## config.mk

```make
export PLATFORM = sky130hd
export DESIGN_NAME = jtag_bridge_flat
export DESIGN_NICKNAME = d
export VERILOG_FILES = /design/src/rtl/jtag_bridge_pkg.sv /design/src/rtl/jtag_bridge_if.sv /design/src/rtl/jtag_bridge_sampler.sv /design/src/rtl/jtag_bridge.sv /design/src/flat_wrapper.sv
export SDC_FILE = /design/constraint.sdc
export NUM_CORES = 1
export LEC_CHECK = 0
export ABC_CLOCK_PERIOD_IN_PS = 4400
export BUFFER_PORTS_ARGS = -buffer_cell sky130_fd_sc_hd__buf_4
export CAP_MARGIN = 25
export CORE_ASPECT_RATIO = 0.9
export CORE_UTILIZATION = 25
export CTS_CLUSTER_DIAMETER = 120
export DETAILED_ROUTE_END_ITERATION = 12
export PLACE_DENSITY = 0.4
export SLEW_MARGIN = 20
export SYNTH_ARGS = -nofsm -noshare
export SYNTH_HDL_FRONTEND = slang
export SYNTH_HIERARCHICAL = 1
export SYNTH_SLANG_ARGS = --single-unit
```

## constraint.sdc

```tcl
create_clock -name clk -period 4.4 [get_ports clk]
set_input_delay 0.66 -clock clk [delete_from_list [all_inputs] [get_ports clk]]
set_output_delay 0.66 -clock clk [all_outputs]
set_load 0.01 [all_outputs]
```

## src/rtl/jtag_bridge_pkg.sv

```systemverilog
// jtag_bridge shared definitions: IR opcodes,
// bus FSM states and STATUS register bit positions.
package jtag_bridge_pkg;

  localparam int IR_CTRL   = 0;
  localparam int IR_ADDR   = 1;
  localparam int IR_WDATA  = 2;
  localparam int IR_RDATA  = 3;
  localparam int IR_STATUS = 4;

  localparam int ST_CPU_RST = 0;
  localparam int ST_BUSY    = 1;
  localparam int ST_OVR     = 2;

  typedef enum logic [1:0] {
    S_IDLE,
    S_WRITE,
    S_READ
  } state_t;

endpackage

```

## src/rtl/jtag_bridge_if.sv

```systemverilog
// Bus request channel between bridge (master) and
// memory/arbiter (slave): req/we/addr/wdata out, rdata/ack in.
interface jtag_bridge_if #(
  parameter int DATA_W = 32,
  parameter int ADDR_W = 32
);

  logic              req;
  logic              we;
  logic [ADDR_W-1:0] addr;
  logic [DATA_W-1:0] wdata;
  logic [DATA_W-1:0] rdata;
  logic              ack;

  modport master (
    output req, we, addr, wdata,
    input  rdata, ack
  );

  modport slave (
    input  req, we, addr, wdata,
    output rdata, ack
  );

endinterface

```

## src/rtl/jtag_bridge_sampler.sv

```systemverilog
// jtag_sampler: SYNC_STAGES synchroniser for the async TAP lines
// plus tck rising-edge detect (o_tev, one clk wide).
module jtag_sampler #(
  parameter int IR_W        = 4,
  parameter int SYNC_STAGES = 2
) (
  input  logic            clk,
  input  logic            reset_n,
  input  logic            i_tck,
  input  logic            i_tdi,
  input  logic [IR_W-1:0] i_ir,
  input  logic            i_cdr,
  input  logic            i_sdr,
  input  logic            i_udr,
  input  logic            i_uir,
  output logic            o_tev,
  output logic            o_tdi,
  output logic [IR_W-1:0] o_ir,
  output logic            o_cdr,
  output logic            o_sdr,
  output logic            o_udr,
  output logic            o_uir
);

  localparam int W = IR_W + 6;

  logic [W-1:0] r_sync [SYNC_STAGES];
  logic         r_tck_d;
  logic [W-1:0] w_in;
  logic [W-1:0] w_out;

  assign w_in  = {i_ir, i_uir, i_udr, i_sdr,
                  i_cdr, i_tdi, i_tck};
  assign w_out = r_sync[SYNC_STAGES-1];

  always_ff @(posedge clk or negedge reset_n) begin
    if (!reset_n) begin
      for (int i = 0; i < SYNC_STAGES; i++)
        r_sync[i] <= '0;
      r_tck_d <= 1'b0;
    end else begin
      r_sync[0] <= w_in;
      for (int i = 1; i < SYNC_STAGES; i++)
        r_sync[i] <= r_sync[i-1];
      r_tck_d <= w_out[0];
    end
  end

  assign o_tev = w_out[0] & ~r_tck_d;
  assign {o_ir, o_uir, o_udr, o_sdr,
          o_cdr, o_tdi} = w_out[W-1:1];

endmodule

```

## src/rtl/jtag_bridge.sv

```systemverilog
// jtag_bridge: virtual-JTAG to bus debug bridge (DR/IR, CTRL/STATUS,
// bus FSM). Ports: TAP in, tdo out, bus master if, cpu_reset out.
module jtag_bridge
  import jtag_bridge_pkg::*;
#(
  parameter int DATA_W      = 32,
  parameter int ADDR_W      = 32,
  parameter int ADDR_INC    = 2,
  parameter int IR_W        = 4,
  parameter int SYNC_STAGES = 2
) (
  input  logic            clk,
  input  logic            reset_n,
  input  logic            tck,
  input  logic            tdi,
  output logic            tdo,
  input  logic [IR_W-1:0] ir_in,
  input  logic            vs_cdr,
  input  logic            vs_sdr,
  input  logic            vs_udr,
  input  logic            vs_uir,
  output logic            cpu_reset,
  jtag_bridge_if.master   bus
);

  logic              w_tev, s_tdi;
  logic [IR_W-1:0]   s_ir;
  logic              s_cdr, s_sdr, s_udr, s_uir;

  jtag_sampler #(
    .IR_W        (IR_W),
    .SYNC_STAGES (SYNC_STAGES)
  ) u_smp (
    .clk     (clk),
    .reset_n (reset_n),
    .i_tck   (tck),
    .i_tdi   (tdi),
    .i_ir    (ir_in),
    .i_cdr   (vs_cdr),
    .i_sdr   (vs_sdr),
    .i_udr   (vs_udr),
    .i_uir   (vs_uir),
    .o_tev   (w_tev),
    .o_tdi   (s_tdi),
    .o_ir    (s_ir),
    .o_cdr   (s_cdr),
    .o_sdr   (s_sdr),
    .o_udr   (s_udr),
    .o_uir   (s_uir)
  );

  state_t            r_state, w_state_nxt;
  logic [IR_W-1:0]   r_ir;
  logic [DATA_W-1:0] r_dr, w_dr_nxt, r_rbuf, w_status;
  logic [ADDR_W-1:0] r_addr, r_baddr;
  logic [DATA_W-1:0] r_wdata;
  logic              r_tdo, r_cpu_rst, r_ovr;
  logic              r_req, r_we, r_pend, r_pend_we;

  logic w_cdr, w_sdr, w_udr, w_uir;
  logic w_ir_ctrl, w_ir_addr, w_ir_wr;
  logic w_ir_rd, w_ir_st;
  logic w_lwr, w_lrd, w_launch;
  logic w_go, w_go_we, w_done, w_ovr, w_pend_set;

  assign w_cdr = w_tev & s_cdr;
  assign w_sdr = w_tev & s_sdr;
  assign w_udr = w_tev & s_udr;
  assign w_uir = w_tev & s_uir;

  assign w_ir_ctrl = r_ir == IR_W'(IR_CTRL);
  assign w_ir_addr = r_ir == IR_W'(IR_ADDR);
  assign w_ir_wr   = r_ir == IR_W'(IR_WDATA);
  assign w_ir_rd   = r_ir == IR_W'(IR_RDATA);
  assign w_ir_st   = r_ir == IR_W'(IR_STATUS);

  // IR update to RDATA only prefetches when idle;
  // when busy it is silently skipped, not an overrun.
  assign w_lwr    = w_udr & w_ir_wr;
  assign w_lrd    = (w_udr & w_ir_rd) |
                    (w_uir & (s_ir == IR_W'(IR_RDATA)) &
                     (r_state == S_IDLE));
  assign w_launch = w_lwr | w_lrd;

  always_comb begin
    w_status             = '0;
    w_status[ST_CPU_RST] = r_cpu_rst;
    w_status[ST_BUSY]    = r_state != S_IDLE;
    w_status[ST_OVR]     = r_ovr;
  end

  always_comb begin
    w_dr_nxt = r_dr;
    if (w_cdr) begin
      unique case (1'b1)
        w_ir_rd: w_dr_nxt = r_rbuf;
        w_ir_st: w_dr_nxt = w_status;
        default: ;
      endcase
    end else if (w_sdr) begin
      w_dr_nxt = {s_tdi, r_dr[DATA_W-1:1]};
    end
  end

  // A launch landing on the ack cycle is parked in r_pend
  // and issued from IDLE on the following clk.
  always_comb begin
    w_state_nxt = r_state;
    w_go        = 1'b0;
    w_go_we     = 1'b0;
    w_done      = 1'b0;
    w_ovr       = 1'b0;
    w_pend_set  = 1'b0;
    unique case (r_state)
      S_IDLE: begin
        if (r_pend) begin
          w_go    = 1'b1;
          w_go_we = r_pend_we;
        end else if (w_launch) begin
          w_go    = 1'b1;
          w_go_we = w_lwr;
        end
      end
      default: begin
        if (bus.ack) begin
          w_done      = 1'b1;
          w_state_nxt = S_IDLE;
          w_pend_set  = w_launch;
        end else if (w_launch) begin
          w_ovr = 1'b1;
        end
      end
    endcase
    if (w_go)
      w_state_nxt = w_go_we ? S_WRITE : S_READ;
  end

  always_ff @(posedge clk or negedge reset_n) begin
    if (!reset_n) r_state <= S_IDLE;
    else          r_state <= w_state_nxt;
  end

  always_ff @(posedge clk or negedge reset_n) begin
    if (!reset_n) begin
      r_ir      <= '0;
      r_dr      <= '0;
      r_tdo     <= 1'b0;
      r_addr    <= '0;
      r_rbuf    <= '0;
      r_cpu_rst <= 1'b0;
      r_ovr     <= 1'b0;
      r_pend    <= 1'b0;
      r_pend_we <= 1'b0;
      r_req     <= 1'b0;
      r_we      <= 1'b0;
      r_baddr   <= '0;
      r_wdata   <= '0;
    end else begin
      r_dr   <= w_dr_nxt;
      r_tdo  <= w_dr_nxt[0];
      r_pend <= w_pend_set;
      if (w_pend_set) r_pend_we <= w_lwr;
      if (w_uir) r_ir <= s_ir;
      if (w_ovr) r_ovr <= 1'b1;
      if (w_done) begin
        r_req  <= 1'b0;
        r_addr <= r_addr + ADDR_W'(ADDR_INC);
        if (r_state == S_READ) r_rbuf <= bus.rdata;
      end
      if (w_udr & w_ir_ctrl) begin
        r_cpu_rst <= r_dr[0];
        if (r_dr[1]) r_ovr <= 1'b0;
      end
      if (w_udr & w_ir_addr)
        r_addr <= r_dr[ADDR_W-1:0];
      if (w_go) begin
        r_req   <= 1'b1;
        r_we    <= w_go_we;
        r_baddr <= r_addr;
        if (w_go_we) r_wdata <= r_dr;
      end
    end
  end

  assign tdo       = r_tdo;
  assign cpu_reset = r_cpu_rst;
  assign bus.req   = r_req;
  assign bus.we    = r_we;
  assign bus.addr  = r_baddr;
  assign bus.wdata = r_wdata;

endmodule

```

## src/flat_wrapper.sv

```systemverilog
// flat-port wrapper written by rule: the top's interface ports become plain ports
module jtag_bridge_flat import jtag_bridge_pkg::*;
#(
  parameter int DATA_W      = 32,
  parameter int ADDR_W      = 32,
  parameter int ADDR_INC    = 2,
  parameter int IR_W        = 4,
  parameter int SYNC_STAGES = 2
)
  (clk, reset_n, tck, tdi, tdo, ir_in, vs_cdr, vs_sdr, vs_udr, vs_uir, cpu_reset, bus_req, bus_we, bus_addr, bus_wdata, bus_rdata, bus_ack);
  jtag_bridge_if #(.DATA_W(DATA_W), .ADDR_W(ADDR_W)) bus_i ();
  input  logic clk;
  input  logic reset_n;
  input  logic tck;
  input  logic tdi;
  output logic tdo;
  input  logic [IR_W-1:0] ir_in;
  input  logic vs_cdr;
  input  logic vs_sdr;
  input  logic vs_udr;
  input  logic vs_uir;
  output logic cpu_reset;
  output wire logic [$bits(bus_i.req)-1:0] bus_req;
  output wire logic [$bits(bus_i.we)-1:0] bus_we;
  output wire logic [$bits(bus_i.addr)-1:0] bus_addr;
  output wire logic [$bits(bus_i.wdata)-1:0] bus_wdata;
  input wire logic [$bits(bus_i.rdata)-1:0] bus_rdata;
  input wire logic [$bits(bus_i.ack)-1:0] bus_ack;
  assign bus_req = bus_i.req;
  assign bus_we = bus_i.we;
  assign bus_addr = bus_i.addr;
  assign bus_wdata = bus_i.wdata;
  assign bus_i.rdata = bus_rdata;
  assign bus_i.ack = bus_ack;
  jtag_bridge #(.DATA_W(DATA_W), .ADDR_W(ADDR_W), .ADDR_INC(ADDR_INC), .IR_W(IR_W), .SYNC_STAGES(SYNC_STAGES)) u_core (.clk(clk), .reset_n(reset_n), .tck(tck), .tdi(tdi), .tdo(tdo), .ir_in(ir_in), .vs_cdr(vs_cdr), .vs_sdr(vs_sdr), .vs_udr(vs_udr), .vs_uir(vs_uir), .cpu_reset(cpu_reset), .bus(bus_i));
endmodule
```

# Yosys cells after proc, flatten, opt, wreduce, memory -nomap -nowiden
# Cells that the tools add are included.
[word_totals]
regBits = 193
input_bits = 45
output_inout_bits = 68
word_cells = 77
[classes]
addsub = 1
n_eq_ne = 8
mux = 26
n_bitwise = 14
n_reduce_logical = 11
[op_table]
columns = ["cell", "n"]
rows = [
  ["$mux W32", 4],
  ["$pmux W32 S2", 1],
  ["$add A32 B2 Y32 const B", 1],
  ["$mux W1", 17],
  ["$eq A4 B2 Y1 const B", 3],
  ["$and A1 B1 Y1", 11],
  ["$reduce_bool A2 Y1", 5],
  ["$mux W2", 4],
  ["$reduce_and A2 Y1", 4],
  ["$eq A4 B1 Y1 const B", 1],
  ["$eq A4 B3 Y1 const B", 1],
  ["$logic_not A4 Y1", 1],
  ["$ne A3 B3 Y1 const B", 1],
  ["$eq A2 B2 Y1 const B", 1],
  ["$logic_not A2 Y1", 1],
  ["$ne A2 B1 Y1 const B", 1],
  ["$or A1 B1 Y1", 2],
  ["$not A1 Y1", 1],
]

# Longest topological paths before layout
[depth]
depth_word = 13
depth_mapped = 8
depth_no_buf = 6

# Cells and area by module
# The synthesis kept the hierarchy.
[modules_own_cells]
columns = ["mod", "instances", "cells_each", "area_per_inst_um2", "seq_area_each_um2"]
rows = [
  ["jtag_bridge", 1, 632, 7552.2, 4304.1],
  ["jtag_sampler", 1, 26, 569.3, 525.5],
]

# Least setup slack after synthesis
# OpenSTA, ideal clock, no wires.
[synth_timing]
kind = "register to register"
from = "register u_core.u_smp.r_tck_d"
to = "register u_core.r_wdata[10], in the netlist u_core/bus.wdata[10]"
setup_ns = 0.125
arrival_time_ns = 1.704
required_time_ns = 4.275
slack_ns = 2.571
stages_incl_launch_ff = 8
n_path_buf = 2
synth_period_minus_slack_ns = 1.829
cell_sequence = "dfrtp_1 -> nor2b_4 -> nand4_1 -> o31ai_1 -> and2_1 -> buf_2 -> buf_4 -> mux2_2"
[synth_via]
elab_chain_len = 11
word_cells_on_any_way = 17
cone_classes = "mux (6); bitwise (10); reduce/logical (1)"
[synth_rtl]
columns = ["element", "line", "source"]
rows = [
  ["start, declared", "jtag_bridge_sampler.sv:28", "logic r_tck_d;"],
  ["start signal, assigned", "jtag_bridge_sampler.sv:45", "r_tck_d <= w_out[0];"],
  ["$not A1 Y1 *", "jtag_bridge_sampler.sv:49", "assign o_tev = w_out[0] & ~r_tck_d;"],
  ["$and A1 B1 Y1 *", "jtag_bridge_sampler.sv:49", ""],
  ["named net u_core.w_tev", "jtag_bridge.sv:26", "logic w_tev, s_tdi;"],
  ["$and A1 B1 Y1", "jtag_bridge.sv:69", "assign w_uir = w_tev & s_uir;"],
  ["$and A1 B1 Y1 (2 in series)", "jtag_bridge.sv:81", "(w_uir & (s_ir == IR_W'(IR_RDATA)) &"],
  ["$or A1 B1 Y1", "jtag_bridge.sv:80", "assign w_lrd = (w_udr & w_ir_rd) |"],
  ["$or A1 B1 Y1", "jtag_bridge.sv:83", "assign w_launch = w_lwr | w_lrd;"],
  ["$mux W1", "jtag_bridge.sv:119", "end else if (w_launch) begin"],
  ["$mux W1", "jtag_bridge.sv:116", "if (r_pend) begin"],
  ["$mux W1", "jtag_bridge.sv:114", "unique case (r_state)"],
  ["$reduce_and A2 Y1 (no source line) *", "n/a", ""],
  ["end signal, assigned", "jtag_bridge.sv:180", "if (w_go_we) r_wdata <= r_dr;"],
  ["end, declared", "jtag_bridge.sv:56", "logic [DATA_W-1:0] r_wdata;"],
]
# Mark *: on every way through the listed nets, which the timed path passes. The rest lies on a longest branch.
# A chain may end at the register's enable or synchronous reset.

# Final worst setup path
[layout_timing]
from = "register u_core.u_smp.r_sync, in the netlist u_core/u_smp/w_out[0]"
to = "register u_core.r_wdata[28], in the netlist u_core/bus.wdata[28]"
[layout_via]
elab_chain_len = 10
word_cells_on_any_way = 16
cone_classes = "mux (6); bitwise (9); reduce/logical (1)"
[layout_rtl]
columns = ["element", "line", "source"]
rows = [
  ["start, declared", "jtag_bridge_sampler.sv:27", "logic [W-1:0] r_sync [SYNC_STAGES];"],
  ["start signal, assigned by index", "jtag_bridge_sampler.sv:44", "r_sync[i] <= r_sync[i-1];"],
  ["$and A1 B1 Y1 *", "jtag_bridge_sampler.sv:49", ""],
  ["named net u_core.w_tev", "jtag_bridge.sv:26", ""],
  ["$and A1 B1 Y1", "jtag_bridge.sv:69", ""],
  ["$and A1 B1 Y1 (2 in series)", "jtag_bridge.sv:81", ""],
  ["$or A1 B1 Y1", "jtag_bridge.sv:80", ""],
  ["$or A1 B1 Y1", "jtag_bridge.sv:83", ""],
  ["$mux W1", "jtag_bridge.sv:119", ""],
  ["$mux W1", "jtag_bridge.sv:116", ""],
  ["$mux W1", "jtag_bridge.sv:114", ""],
  ["$reduce_and A2 Y1 (no source line) *", "n/a", ""],
]
# Marks and branches as above.

==> flow_metrics.tcl <==
set metrics [dict create \
    route.layer.met1.wl_mm 11.05 \
    grt_pass1_vias 5155 \
    synthDistinctLibCells 47 \
    hold_class "in2async" \
    ctsRootBufferMaster "clkbuf_16" \
    firstDrtPassIters 4 \
    yosysSeqAreaShare 0.5947 \
    vias 5088 \
    synth_cells 658 \
    final_common_cell "dfrtp_1" \
    cp_data_required_time_ps 4710 \
    clk_latency_ps 430 \
    cts_tree "done" \
    tns_ps 0 \
    die_y_um 173.0 \
    worstPathMaxFanout 35 \
    final-setup-viol-count 0 \
    placed_area_um2 9382 \
    num-nets-final 804 \
    cts.repair.resized 0 \
    report.final.hold_viol_count 0 \
    finalCriticalPeriod_ps 2404 \
    synth-edff-count 0 \
    drive_above_1_share 0.3463 \
    ys.flop_type "dfrtp_1" \
    rows 62 \
    place_hpwl_mm 14.16 \
    numCtsBuffers 17 \
    worstSetupEndpointType "register" \
    critical_path_arrival_ps 2710 \
    first_iter_violations 222 \
    crit_path_start_kind "register" \
    synth_fp_nets 704 \
    final_cell_count_no_fill 1187 \
    grt_pass1_wl_mm 32.34 \
    synth-seq-cells 193 \
    rsz0062_at_grt "false" \
    multi_input_area_um2 3080 \
    maxCapViolCount 0 \
    final_antenna_net_count 0 \
    via_per_inst 4.286 \
    wl_mm 20.50 \
    powerDensity_nw_per_um2 588.6 \
    p_leak_nw 4.685 \
    ir_drop_uv 270.1 \
    core_area_um2 31960 \
    grt_max_degree 110 \
    ios 113 \
    numPlacedInstances 1154 \
    wl_per_cell_um 17.27 \
    synth.avg_cell_area_um2 12.34 \
    routed.top_layer "met4" \
    antenna_found_initial 0 \
    holdBufCountCts 0 \
    syn-cell-area_um2 8122 \
    drc_errors 0 \
    cts.reportedPaths.clkPinSlew_ps 80 \
    synthArstFlopShare 1.000 \
    overflow 0 \
    critPathMaxStageDelay_ps 750 \
    dieArea_um2 33210 \
    clk_path_buf_depth 2 \
    layout.area.seq_um2 4830 \
    yosysWarnings 6 \
    final_area_um2 9975 \
    met3_length_um 776 \
    fin_crit_sh 0.5464 \
    crit_chain "nor2b_4 > nand4_1 > o31ai_1 > and2_2 > mux2_2" \
    start_util 0.2541 \
    skew_ps 14.16 \
    diodes 0 \
    max_slew_margin 0.3673 \
    path_class "reg2reg" \
    cts_sinks 193 \
    max_freq_mhz 415.9 \
    die-width_um 192.0 \
    grtUsageTotal 0.1280 \
    crit_slowest_cell "and2_2" \
    worstMarginPinSlew_ps 949.1 \
    fin_util 0.3121 \
    met2_wirelength_mm 8.446 \
    status "completed" \
    synthToLayoutAreaGrowth_pct 22.82 \
    cts_setup_buffers 0 \
    io_buffers 112 \
    htreeDepth 4 \
    place_congestion 0.7113 \
    num-fill-cells 3273 \
    slew_viol_final 0 \
    final_cell_mix "193 x dfrtp_1, 117 x buf_4, 74 x mux2_2" \
]
-- flip-flops by register name (all words and copies together) (netlist names), 2 cells and up --
signal,flops
u_core/bus.addr,32
u_core/r_rbuf,32
u_core/r_state,2
u_core/r_ir,4
u_core/u_smp/r_sync,10
u_core/r_addr,32
u_core/u_smp/w_out,10
u_core/bus.wdata,32
u_core/r_dr,32
-- per-stage QoR --
step / setup WS [ps] / power, mW / hold slack, ps
floorplan: 2571 / 3.660 / 331.2
global placement: 2020 / 4.376 / 336.1
detailed placement: 1994 / 4.403 / 334.7
CTS: 1972 / 5.978 / 308.7
global route: 1744 / 6.258 / 309.6
finish: 1996 / 5.871 / 320.6
-- Yosys cell counts, types with 3 or more instances --
cell	instances	area [um2]
dfrtp_1	193	4830
mux2_2	74	833.3
a21oi_1	61	305.3
nand2_1	50	187.7
nor2_1	37	138.9
and3_1	34	212.7
o21ai_1	30	150.1
mux2_4	27	405.4
clkbuf_1	22	82.58
xor2_1	22	192.7
nand3_1	14	70.07
nand4_1	14	87.58
buf_4	7	52.55
nor3_1	7	35.03
xnor2_1	7	61.31
o21ai_0	6	30.03
buf_2	4	20.02
buf_6	4	45.04
mux2i_1	4	40.04
a31oi_1	3	18.77
and2_1	3	18.77
inv_1	3	11.26
o31ai_1	3	22.52
-- area by class of cell --
cell class | instances | share of cell area
clock buffer | 20 | 0.04579
sequential | 193 | 0.4842
clock inverter | 12 | 0.01217
timing repair buffer | 121 | 0.09571
inverter | 3 | 0.001129
multi-input combinational | 422 | 0.3088
tap | 416 | 0.05218
-- kinds of logic (layout without fill, tap and decap cells) --
kind of cell | Yosys count | in the layout | share of synthesized area
and+or+nand+nor | 177 | 177 | 0.1151
xor gates and xnor gates | 29 | 29 | 0.03127
buffers and inverters | 43 | 156 | 0.02773
AOI/OAI and AO/OA | 109 | 109 | 0.07087
DFF | 193 | 193 | 0.5947
adders and majority gates | 1 | 1 | 0.001540
muxes | 106 | 106 | 0.1588
-- report_power, final --
group          internal (mW)  total, mW  switching, mW
sequential              2.36       2.97          0.603
combinational          0.815       1.36          0.545
clock                  0.824       1.54          0.718
total                   4.00       5.87           1.87
-- path summary, 6_finish.rpt --
check	startpoint	end	slack, ps	cells past startpoint
max	u_core/u_smp/w_out[0]	u_core/bus.wdata[28]	2000	5
min	reset_n	u_core/u_smp/r_sync[10]	320	1
max reg2reg	u_core/u_smp/w_out[0]	u_core/bus.wdata[28]	2000	5
min reg2reg	u_core/u_smp/r_sync[13]	u_core/u_smp/w_out[3]	350	0
max in group asynchronous	reset_n	u_core/r_dr[2]	3050	2
min in group clk	ir_in[3]	u_core/u_smp/r_sync[19]	330	1
-- metal layers --
layer | track usage | vias up
met5 | 0 | -
met4 | 0.03346 | 0
met3 | 0.02415 | 13
met2 | 0.1701 | 86
met1 | 0.2066 | 2477
li1 | - | 2512
-- critical path: cells and delay by family (launching register included) --
family	cells	cell delay, ps
AO/OA/AOI/OAI	1	250
flip-flops	1	360
multiplexers	1	410
AND/OR/NAND/NOR	3	1230
Power figures use the tool's default switching activity.
